<file path="src/rtl/cp0_unit.sv">
// -----------------------------------------------------------------------------
// cp0_unit -- Coprocessor 0 for the P7 MIPS core.
//
// Latches hardware interrupt lines and M-stage synchronous exceptions, decides
// whether to trap in the current cycle, keeps SR/Cause/EPC state, and serves
// mfc0/mtc0 accesses and eret.
//
// Optional build macro: CP0_BADVADDR_EN
//   When defined, adds input badvaddr_i and a read-only BadVAddr register ($8)
//   loaded on address-error traps (ExcCode 4/5). When undefined, $8 reads 0.
//
// Ports:
//   clk, reset     clock, synchronous active-high reset
//   pc_i, bd_i     PC / delay-slot flag of the M-stage instruction
//   exc_valid_i    M-stage synchronous exception, code on exc_code_i
//   hwint_i        level-sensitive hardware interrupt lines
//   we_i, addr_i,  mtc0 write enable, CP0 register number, write data
//   wdata_i
//   eret_i         eret in M stage
//   badvaddr_i     faulting address (CP0_BADVADDR_EN builds only)
//   rdata_o        mfc0 read data (pre-edge register values)
//   req_o          trap this cycle: flush and redirect to vec_o
//   vec_o          handler entry address
//   epc_o          eret return address (bypasses a same-cycle mtc0 EPC)
//   exl_o          SR.EXL
// -----------------------------------------------------------------------------
module cp0_unit #(
   parameter logic [31:0] PRID    = 32'h4D495053,
   parameter logic [31:0] EXC_VEC = 32'h0000_4180
) (
   input  logic        clk,
   input  logic        reset,
   input  logic [31:0] pc_i,
   input  logic        bd_i,
   input  logic        exc_valid_i,
   input  logic [4:0]  exc_code_i,
   input  logic [5:0]  hwint_i,
   input  logic        we_i,
   input  logic [4:0]  addr_i,
   input  logic [31:0] wdata_i,
   input  logic        eret_i,
`ifdef CP0_BADVADDR_EN
   input  logic [31:0] badvaddr_i,
`endif
   output logic [31:0] rdata_o,
   output logic        req_o,
   output logic [31:0] vec_o,
   output logic [31:0] epc_o,
   output logic        exl_o
);

   localparam logic [4:0] ADDR_SR    = 5'd12;
   localparam logic [4:0] ADDR_CAUSE = 5'd13;
   localparam logic [4:0] ADDR_EPC   = 5'd14;
   localparam logic [4:0] ADDR_PRID  = 5'd15;
`ifdef CP0_BADVADDR_EN
   localparam logic [4:0] ADDR_BADVA = 5'd8;
`endif

   // Architectural state
   logic [5:0]  im_reg;
   logic        exl_reg;
   logic        ie_reg;
   logic        bd_reg;
   logic [5:0]  ip_reg;
   logic [4:0]  exc_code_reg;
   logic [31:0] epc_reg;
`ifdef CP0_BADVADDR_EN
   logic [31:0] badvaddr_reg;
`endif

   logic [5:0]  pending;
   logic        int_req;
   logic        exc_req;
   logic [31:0] pc_aligned;
   logic [31:0] epc_trap;
   logic [31:0] epc_write;

   // Low PC bits never reach EPC (it is always word-aligned).
   logic unused_pc;
   assign unused_pc = ^pc_i[1:0];

   // Per-line enabled interrupt requests; hwint_i is used directly so an
   // interrupt traps in the same cycle it is raised.
   generate
      for (genvar gi = 0; gi < 6; gi++) begin : g_pending
         assign pending[gi] = hwint_i[gi] & im_reg[gi];
      end
   endgenerate

   assign int_req = (|pending) & ie_reg & ~exl_reg;
   assign exc_req = exc_valid_i & ~exl_reg;
   assign req_o   = int_req | exc_req;

   assign pc_aligned = {pc_i[31:2], 2'b00};
   // A faulting delay-slot instruction restarts at its branch.
   assign epc_trap   = bd_i ? (pc_aligned - 32'd4) : pc_aligned;
   assign epc_write  = {wdata_i[31:2], 2'b00};

   assign vec_o = EXC_VEC;
   assign exl_o = exl_reg;
   // Same-cycle mtc0 EPC is forwarded so an immediately following eret
   // returns to the freshly written address.
   assign epc_o = (we_i && addr_i == ADDR_EPC) ? epc_write : epc_reg;

   always_ff @(posedge clk) begin
      if (reset) begin
         im_reg       <= '0;
         exl_reg      <= 1'b0;
         ie_reg       <= 1'b0;
         bd_reg       <= 1'b0;
         ip_reg       <= '0;
         exc_code_reg <= '0;
         epc_reg      <= '0;
`ifdef CP0_BADVADDR_EN
         badvaddr_reg <= '0;
`endif
      end else begin
         ip_reg <= hwint_i;
         if (req_o) begin
            // Trap entry: any mtc0/eret in M this cycle is flushed.
            exl_reg      <= 1'b1;
            exc_code_reg <= int_req ? 5'd0 : exc_code_i;
            bd_reg       <= bd_i;
            epc_reg      <= epc_trap;
`ifdef CP0_BADVADDR_EN
            if (!int_req && (exc_code_i == 5'd4 || exc_code_i == 5'd5))
               badvaddr_reg <= badvaddr_i;
`endif
         end else begin
            if (eret_i)
               exl_reg <= 1'b0;
            if (we_i) begin
               case (addr_i)
                  ADDR_SR: begin
                     im_reg  <= wdata_i[15:10];
                     exl_reg <= wdata_i[1];
                     ie_reg  <= wdata_i[0];
                  end
                  ADDR_EPC: epc_reg <= epc_write;
                  default: ;
               endcase
            end
         end
      end
   end

   // mfc0 read mux: current register values, no write bypass.
   always_comb begin
      rdata_o = '0;
      case (addr_i)
         ADDR_SR:    rdata_o = {16'd0, im_reg, 8'd0, exl_reg, ie_reg};
         ADDR_CAUSE: rdata_o = {bd_reg, 15'd0, ip_reg, 3'd0, exc_code_reg, 2'd0};
         ADDR_EPC:   rdata_o = epc_reg;
         ADDR_PRID:  rdata_o = PRID;
`ifdef CP0_BADVADDR_EN
         ADDR_BADVA: rdata_o = badvaddr_reg;
`endif
         default:    rdata_o = '0;
      endcase
   end

endmodule

</file>
<file path="config.mk">
export PLATFORM = sky130hd
export DESIGN_NAME = cp0_unit
export DESIGN_NICKNAME = d
export VERILOG_FILES = /design/src/rtl/cp0_unit.sv
export SDC_FILE = /design/constraint.sdc
export NUM_CORES = 1
export LEC_CHECK = 0
export BUFFER_PORTS_ARGS = -buffer_cell sky130_fd_sc_hd__buf_2
export CORE_MARGIN = 1.5
export CORE_UTILIZATION = 50
export DETAILED_ROUTE_END_ITERATION = 7
export PLACE_DENSITY = 0.87
export SYNTH_ARGS = -nofsm -noshare
export SYNTH_HDL_FRONTEND = slang
export SYNTH_SLANG_ARGS = --single-unit
</file>
<file path="constraint.sdc">
create_clock -name clk -period 6.4 [get_ports clk]
set_input_delay 0.96 -clock clk [delete_from_list [all_inputs] [get_ports clk]]
set_output_delay 0.96 -clock clk [all_outputs]
set_load 0.02 [all_outputs]
</file>
==> flow_summary.yaml, run 1 <==
detailed_routing:
  via_per_inst: 6.06
  drtIter0Drc: 207
  drc: 0
  vias: 4008
  wl_um: 11400
  wire_per_inst_um: 17.2
  antenna_left: 0
  drtPass1Iterations: 5
logic_synthesis:
  synth_area_mm2: 0.00360
  syn_avg_cell_area_um2: 8.08
  ys_warn_count: 0
  yosys.area.top_type: "dfxtp_1"
  synth-seq-cells: 50
  synth_edf_count: 0
  yosysMostFrequentCell: "dfxtp_1"
  synthCells: 446
  yosys-top-cells-count: "dfxtp_1 (50), nor2_1 (39), clkbuf_1 (35)"
  synthArstFlopShare: 0
  ys_types: 52
  dominantRegCellSynth: "dfxtp_1"
  ys_seq_area_frac: 0.278
  synth_top_area_share: 0.278
  ys_top_cells_by_area: "dfxtp_1 (28%), buf_4 (7.1%), mux2_2 (5.0%), and3_1 (4.9%), a211oi_1 (4.6%)"
floorplan:
  initial_core_util: 0.525
  die_h_um: 87.9
  dieArea_mm2: 0.00773
  core_mm2: 0.00687
  ios: 184
  num_rows: 30
  die_x_um: 87.9
power_and_ir_drop:
  power.leakage_nw: 2.16
  vdd.ir_drop.worst_v: 0.0000776
  power_density_mw_per_mm2: 172
clocking:
  post-cts-setup-buffers: 0
  clockBufferDepth: 2
  cts_tree: "yes"
  cts_resized: 0
  cts_root_buffer: "clkbuf_8"
  cts_hold_buffers: 0
  cts-buffers-inserted: 5
  cts-htree-levels: 2
  clk_latency_ns: 0.31
  clock_sinks: 50
  clkSlewWorstSetupHoldPaths_ns: 0.09
final_layout:
  stdcell_count: 661
  antenna_cells: 0
  largest_reg_flops: 30
  utilization: 0.626
  nets: 651
  area_growth_pct: 19.4
  drive_gt1_frac: 0.343
critical_path:
  timing.rr.end: "epc_reg[22]$_SDFFE_PP0P_"
  worstPathRequired_ns: 5.44
  path_max_fanout: 28
  endpoint_kind: "output pin"
  r2r-start: "im_reg[3]$_SDFFE_PP0P_"
  critPathLaunchType: "input pin"
  reg2regPathDepth: 7
  worstPathArrival_ns: 3.51
  worst-setup-path-type: "in2out"
  ff2ff_setup_slack_ns: 4.28
global_routing:
  grt_pass1_wl_um: 17400
  antenna_found_initial: 0
  grt_pass1_vias: 3619
  grt_max_degree: 66
  grt_overflow_total: 0
  grt_usage: 0.285
worst_hold_path:
  min_path_cells: 2
  hold_path_end: "bd_reg$_SDFFE_PP0N_"
  worstHoldStart: "bd_reg$_SDFFE_PP0N_"
  hold_path_class: "reg2reg"
job:
  drv_cap: 0
sta:
  max_freq_ghz: 0.224
  tns_ns: 0
  slew_violations: 0
  skew_ns: 0.00801
  setup_viol: 0
  min_period_over_period: 0.698
  setup_slack_ns: 1.93
  worstMarginPinSlew_ns: 1.02
  hold_viol: 0
  period_minus_slack_ns: 4.47
  rsz0062_at_grt: "no"
  slew_headroom: 0.314
placement:
  dpl_worst_slack_ns: 2.02
  place_inst: 653
  hpwl_um: 8400
  port_buffers: 147
  gp_congestion: 0.885
status:
  outcome: "finished, final reports clean"
-- layer usage --
| layer | vias up | GRT usage | part of all wire | wire length [um] |
|---|---|---|---|---|
| met1 | 1882 | 0.388 | 0.41 | 4700 |
| met5 | - | 0 | 0 | 0 |
| met2 | 239 | 0.452 | 0.47 | 5410 |
| met3 | 36 | 0.0377 | 0.082 | 931 |
| li1 | 1851 | - | - | - |
| met4 | 0 | 0.126 | 0.032 | 360 |
-- stage by stage --
| stage | power, mW | area (um^2) | hold slack [ns] |
|---|---|---|---|
| 6_report | 0.741 | 4300 | 0.462 |
| 5_1_grt | 0.774 | 4300 | 0.507 |
| 4_1_cts | 0.739 | 4300 | 0.461 |
| 3_5_place_dp | 0.549 | 4210 | 0.448 |
| 3_3_place_gp | 0.544 | 4210 | 0.445 |
| 2_1_floorplan | 0.491 | 3720 | 0.436 |
-- cells by family after synthesis --
| kind of cell | after synthesis | share of synthesized area |
|---|---|---|
| muxes | 20 | 0.0611 |
| xor gates and xnor gates | 8 | 0.0194 |
| other | 2 | 0.00208 |
| DFF | 50 | 0.278 |
| adders and majority gates | 1 | 0.00347 |
| AOI/OAI and AO/OA | 136 | 0.290 |
| buffers and inverters | 78 | 0.119 |
| and+or+nand+nor | 151 | 0.227 |
-- worst max path at each step --
| stage | start | end | slack, ns | cells after the start |
|---|---|---|---|---|
| finish | addr_i[0] | epc_o[20] | 1.93 | 6 |
| global route | addr_i[0] | epc_o[23] | 1.81 | 6 |
| CTS | addr_i[0] | epc_o[23] | 2.01 | 6 |
| detailed placement | addr_i[0] | epc_o[23] | 2.02 | 6 |
| global placement | addr_i[0] | epc_o[23] | 2.06 | 6 |
| floorplan | hwint_i[0] | req_o | 2.92 | 5 |
-- cell usage in the layout (no fill, tap or decap), types with 7 or more instances in the layout --
cell,instances
and3_1,28
nand3_1,13
xnor2_1,7
dfxtp_1,50
buf_2,147
o21ai_0,14
conb_1,34
a21oi_1,16
or4_1,10
a21o_1,16
nand2_1,18
o221a_2,9
or3_1,9
nor2_1,39
o31ai_1,12
nor2b_1,9
a311oi_1,11
mux2_2,16
a211oi_1,22
-- power breakdown --
| part | internal, mW | switching [mW] | leakage, nW |
|---|---|---|---|
| clock | 0.0875 | 0.107 | 0.0482 |
| combinational | 0.0766 | 0.125 | 1.70 |
| sequential | 0.331 | 0.0130 | 0.411 |
| total | 0.495 | 0.246 | 2.16 |
-- layout make-up --
type | instances | area (um^2)
tap | 96 | 120
multi-input combinational | 350 | 2300
inverter | 5 | 18.8
clock inverter | 1 | 5.00
sequential | 50 | 1000
timing repair buffer | 152 | 773
clock buffer | 7 | 86.3
fill | 628 | 2570
-- worst max-delay path, stage by stage --
cell     delay, ns
buf_2         0.42
and3b_1       0.45
nand2_1       0.62
buf_4         0.45
mux2_2        0.41
buf_2         0.17
Power figures use the tool's default switching activity.
==> inputs of run 2 (changes only) <==
Settings changed: CORE_UTILIZATION 50 to 46, PLACE_DENSITY 0.87 to 0.81.
Clock period 6.4 ns to 4.27 ns, I/O delays scaled along.
==> run 2 against run 1 <==
Compared with the run above: cell count is 1.2% higher; global-route usage is 2.0 points lower; total power rose by 52%; clock skew is 0.0069 ns higher; die area grew 8.4%; final area up 0.73%; sequential power increased by 50%; clock power increased by 56%; via count rose by 0.20%; wire length increased by 1.8%; non-clock buffer count is 2 higher; critical path type unchanged; largest power group unchanged.
==> flow_summary.yaml, run 2 (synthesis results as in run 1) <==
status:
  outcome: "finished, final reports clean"
final_layout:
  antenna_cells: 0
  nets: 653
  layout_commonest_cell: "buf_2"
  largest_reg_flops: 30
  final_cell_mix: "buf_2 (147), dfxtp_1 (50), nor2_1 (39), conb_1 (34), and3_1 (28)"
  area_growth_pct: 20.3
  drive_gt1_frac: 0.347
power_and_ir_drop:
  clock_power_share: 0.271
  p_int_mw: 0.744
  seq_power_share: 0.459
  p_sw_mw: 0.381
  power_density_mw_per_mm2: 260
  power.leakage_nw: 2.18
  vdd.ir_drop.worst_v: 0.000144
  p_sw_frac: 0.338
  comb_power_share: 0.270
sta:
  min_period_over_period: 0.758
  slew_headroom: 0.473
  hold-worst-slack_ns: 0.497
  hold_viol: 0
  rsz0062_at_grt: "no"
  slew_violations: 0
  skew_ns: 0.0149
  period_minus_slack_ns: 3.24
  worstMarginPinSlew_ns: 0.790
  setup_viol: 0
  max_freq_ghz: 0.309
  tns_ns: 0
floorplan:
  die_h_um: 91.5
  ios: 184
  num_rows: 32
  die_x_um: 91.5
  dieArea_mm2: 0.00837
  core_mm2: 0.00765
  initial_core_util: 0.471
clocking:
  cts_hold_buffers: 0
  post-cts-setup-buffers: 0
  clock_sinks: 50
  cts-htree-levels: 2
  cts_tree: "yes"
  cts_resized: 0
  clockBufferDepth: 2
  cts-buffers-inserted: 5
  clkSlewWorstSetupHoldPaths_ns: 0.10
  cts_root_buffer: "clkbuf_8"
  clk_latency_ns: 0.31
critical_path:
  cp-startpoint: "addr_i[0]"
  worst-setup-path-type: "in2out"
  worstPathArrival_ns: 2.60
  cp_num_buf_inv: 3
  critPathLaunchType: "input pin"
  crit_slowest_cell: "and3b_1"
  endpoint_kind: "output pin"
  worstPathRequired_ns: 3.63
  critPathMaxStageDelay_ns: 0.46
  cp_common_cell: "buf_2"
  r2r-start: "im_reg[2]$_SDFFE_PP0P_"
  cp_top_family: "buffers and inverters"
  path_max_fanout: 24
  crit_path_cell_trace: "buf_2 -> and3b_1 -> nand2_1 -> buf_4 -> mux2_2 -> buf_2"
detailed_routing:
  wire_per_inst_um: 17.4
  vias: 4016
  drc: 0
  drtIter0Drc: 247
  wl_um: 11600
  antenna_left: 0
  drtPass1Iterations: 4
  via_per_inst: 6.00
worst_hold_path:
  worstHoldStart: "bd_reg$_SDFFE_PP0N_"
  hold_path_class: "reg2reg"
placement:
  gp_congestion: 0.916
  hpwl_um: 8700
  port_buffers: 147
global_routing:
  grt_pass1_vias: 3662
  grt_overflow_total: 0
  grt_max_degree: 42
  grt_pass1_wl_um: 18100
  antenna_found_initial: 0
  grt_usage: 0.266
job:
  drv_cap: 0
run 2: cell types whose count changed in the layout (fill, tap and decap cells not counted), sizes merged:
cell    before  now
clkbuf       7    6
buf        152  154
clkinv       1    2
run 2: routing by layer:
metal,vias up,wire [um],GRT usage
met1,1910,4740,0.334
met4,0,327,0.100
li1,1857,-,-
met5,-,0,0
met2,216,5630,0.450
met3,33,911,0.0452
run 2: through the flow:
step / cells / setup WS (ns) / utilization / total power [mW] / instance area, um^2
after floorplan: 478 / 1.43 / - / 0.736 / 3720
after global placement: 661 / 1.13 / 0.554 / 0.817 / 4230
after detailed placement: 661 / 1.08 / 0.554 / 0.825 / 4230
after CTS: 669 / 1.08 / 0.567 / 1.12 / 4330
after global routing: 669 / 0.958 / 0.567 / 1.17 / 4330
final: 669 / 1.03 / 0.567 / 1.12 / 4330
run 2: path summary, 6_finish.rpt:
kind | slack, ns | endpoint | cells past startpoint
worst max-delay path | 1.03 | epc_o[23] | 6
worst max register to register | 2.01 | epc_reg[13]$_SDFFE_PP0P_ | 7
worst min register to register | 0.50 | bd_reg$_SDFFE_PP0N_ | 2
worst min-delay path | 0.50 | bd_reg$_SDFFE_PP0N_ | 2
run 2: power by group through the flow:
| stage | clock network [mW] | logic (mW) | registers (mW) |
|---|---|---|---|
| 6_report | 0.305 | 0.304 | 0.516 |
| 5_1_grt | 0.321 | 0.327 | 0.519 |
| 4_1_cts | 0.304 | 0.301 | 0.515 |
| 3_5_place_dp | 0 | 0.300 | 0.525 |
| 3_3_place_gp | 0 | 0.293 | 0.524 |
| 2_1_floorplan | 0 | 0.217 | 0.519 |
run 2: layout make-up:
class / instances / area (um^2)
clock inverter: 2 / 17.5
fill: 727 / 3310
sequential: 50 / 1000
clock buffer: 6 / 82.6
inverter: 5 / 18.8
tap: 102 / 128
timing repair buffer: 154 / 788
multi-input combinational: 350 / 2300
run 2: tightest hold or removal path, delay by kind of cell (launching register included):
| family | cells | cell delay (ns) |
|---|---|---|
| simple gates | 1 | 0.07 |
| flops | 1 | 0.32 |
| compound gates | 1 | 0.07 |
==> inputs of run 3 (changes only) <==
Settings changed: ABC_AREA set to 1, CORE_UTILIZATION 46 to 47.
Clock period 4.27 ns to 3.3 ns, I/O delays scaled along.
==> run 3 against run 2 <==
Compared with the run above: combinational power increased by 38%; utilization rose by 1.6 points; synthesized area grew 4.9%; total power rose by 30%; synthesized cell count grew 38%; sequential power grew 28%; hold slack worse by 0.10 ns; clock-buffer cell count shrank 1; final area increased by 4.4%; critical path type unchanged; highest routed layer unchanged.
==> flow_summary.yaml, run 3 <==
status:
  outcome: "finished, final reports clean"
sta:
  slew_headroom: 0.593
  rsz0062_at_grt: "no"
  hold-worst-slack_ns: 0.393
  min_period_over_period: 0.772
  period_minus_slack_ns: 2.55
  worstMarginPinSlew_ns: 0.610
  hold_viol: 0
  setup_slack_ns: 0.752
  setup_viol: 0
  tns_ns: 0
  slew_violations: 0
  max_freq_ghz: 0.392
  skew_ns: 0.0112
job:
  drv_cap: 0
floorplan:
  dieArea_mm2: 0.00859
  num_rows: 32
  die_x_um: 92.7
  ios: 184
  initial_core_util: 0.487
  die_h_um: 92.7
  core_mm2: 0.00777
placement:
  hpwl_um: 8890
  place_inst: 844
  gp_congestion: 0.928
  dpl_worst_slack_ns: 0.748
  port_buffers: 147
detailed_routing:
  antenna_left: 0
  drtIter0Drc: 269
  wl_um: 11000
  vias: 4245
  via_per_inst: 4.98
  drc: 0
  drtPass1Iterations: 5
  wire_per_inst_um: 12.9
logic_synthesis:
  synth-seq-cells: 50
  yosys-top-cells-count: "nand2_1 (134), nor2_1 (97), inv_1 (80)"
  yosys.area.top_type: "dfxtp_1"
  synthCells: 614
  synth_top_family_by_area: "simple AND/OR/NAND/NOR gates"
  ys_seq_area_frac: 0.265
  syn_avg_cell_area_um2: 6.16
  ys_types: 40
  synth_area_mm2: 0.00378
  synth_edf_count: 0
  dominantRegCellSynth: "dfxtp_1"
  synth-adder-area-share: 0.00331
  ys_warn_count: 0
  synth_simple_gate_area_share: 0.354
  synth_mux_area_frac: 0
  synth_top_area_share: 0.265
  synth-compound-area-share: 0.163
  synth_xor_area_frac: 0.0278
  ys_top_cells_by_area: "dfxtp_1 (26%), nand2_1 (13%), nor2_1 (9.6%), inv_1 (7.9%), buf_4 (6.8%)"
  synthArstFlopShare: 0
  yosysMostFrequentCell: "nand2_1"
global_routing:
  grt_pass1_vias: 3794
  antenna_found_initial: 0
  grt_usage: 0.248
  grt_max_degree: 32
  grt_pass1_wl_um: 17300
  grt_overflow_total: 0
clocking:
  cts_hold_buffers: 0
  cts_resized: 0
  clkSlewWorstSetupHoldPaths_ns: 0.11
  clock_sinks: 50
  clockBufferDepth: 2
  cts_root_buffer: "clkbuf_8"
  clk_latency_ns: 0.31
  cts_tree: "yes"
  cts-htree-levels: 2
  post-cts-setup-buffers: 0
  cts-buffers-inserted: 5
power_and_ir_drop:
  finalPower_mw: 1.47
  power_density_mw_per_mm2: 324
  vdd.ir_drop.worst_v: 0.000205
  power.leakage_nw: 2.41
critical_path:
  worstPathRequired_ns: 2.80
  crit_path_cell_trace: "buf_2 -> inv_1 -> nand2_1 -> nor2_4 -> nand2_4 -> nor2_8 -> buf_12 -> nand2_1 -> o21ai_1 -> buf_2"
  critPathLaunchType: "input pin"
  path_max_fanout: 25
  worst-setup-path-type: "in2out"
  crit_slowest_cell: "nor2_8"
  worstPathArrival_ns: 2.05
  critPathMaxStageDelay_ns: 0.33
  endpoint_kind: "output pin"
final_layout:
  drive_gt1_frac: 0.253
  largest_reg_flops: 30
  final_cell_mix: "buf_2 (147), nand2_1 (134), nor2_1 (97), inv_1 (80), dfxtp_1 (50)"
  area_growth_pct: 19.7
  antenna_cells: 0
  stdcell_count: 852
  nets: 836
  layout_commonest_cell: "buf_2"
worst_hold_path:
  hold_path_class: "in2reg"
## run 3: layout make-up
class,count,area (um^2)
Fill cell,784,3240
Multi-Input combinational cell,457,2200
Sequential cell,50,1000
Timing Repair Buffer,152,786
Inverter,83,312
Tap cell,102,128
Clock buffer,5,68.8
Clock inverter,3,28.8
## run 3: through the flow
step           area [um^2]   util
6_report              4520  0.582
5_1_grt               4520  0.582
2_1_floorplan         3900      -
3_5_place_dp          4430  0.570
4_1_cts               4520  0.582
3_3_place_gp          4430  0.570
## run 3: power breakdown
group          switching [mW]  internal [mW]
clock network           0.228          0.159
logic                   0.281          0.138
registers              0.0168          0.645
total                   0.526          0.942
## run 3: routing by layer
metal  share of wire  global-route usage
met3           0.066              0.0304
met1            0.44               0.321
met4          0.0067              0.0530
met2            0.49               0.442
met5               0                   0
## run 3: final timing paths
kind | slack (ns) | endpoint | cells past startpoint | startpoint
max | 0.75 | epc_o[15] | 10 | addr_i[4]
min | 0.39 | ip_reg[0]$_SDFF_PP0_ | 3 | hwint_i[0]
max reg2reg | 1.18 | im_reg[5]$_SDFFE_PP0P_ | 9 | im_reg[2]$_SDFFE_PP0P_
min reg2reg | 0.47 | exc_code_reg[2]$_SDFFE_PP0N_ | 2 | exc_code_reg[2]$_SDFFE_PP0N_
## run 3: kinds of logic after synthesis
family	count (synthesis)
simple gates	311
buf+inv	139
compound gates	99
flops	50
xor+xnor	12
other cells	2
fa+ha+maj	1
## run 3: worst max-delay path: cells and delay by family
kind                   cells  cell delay (ns)
AO/OA/AOI/OAI              1             0.12
AND/OR/NAND/NOR            5             0.85
buffers and inverters      4             0.58
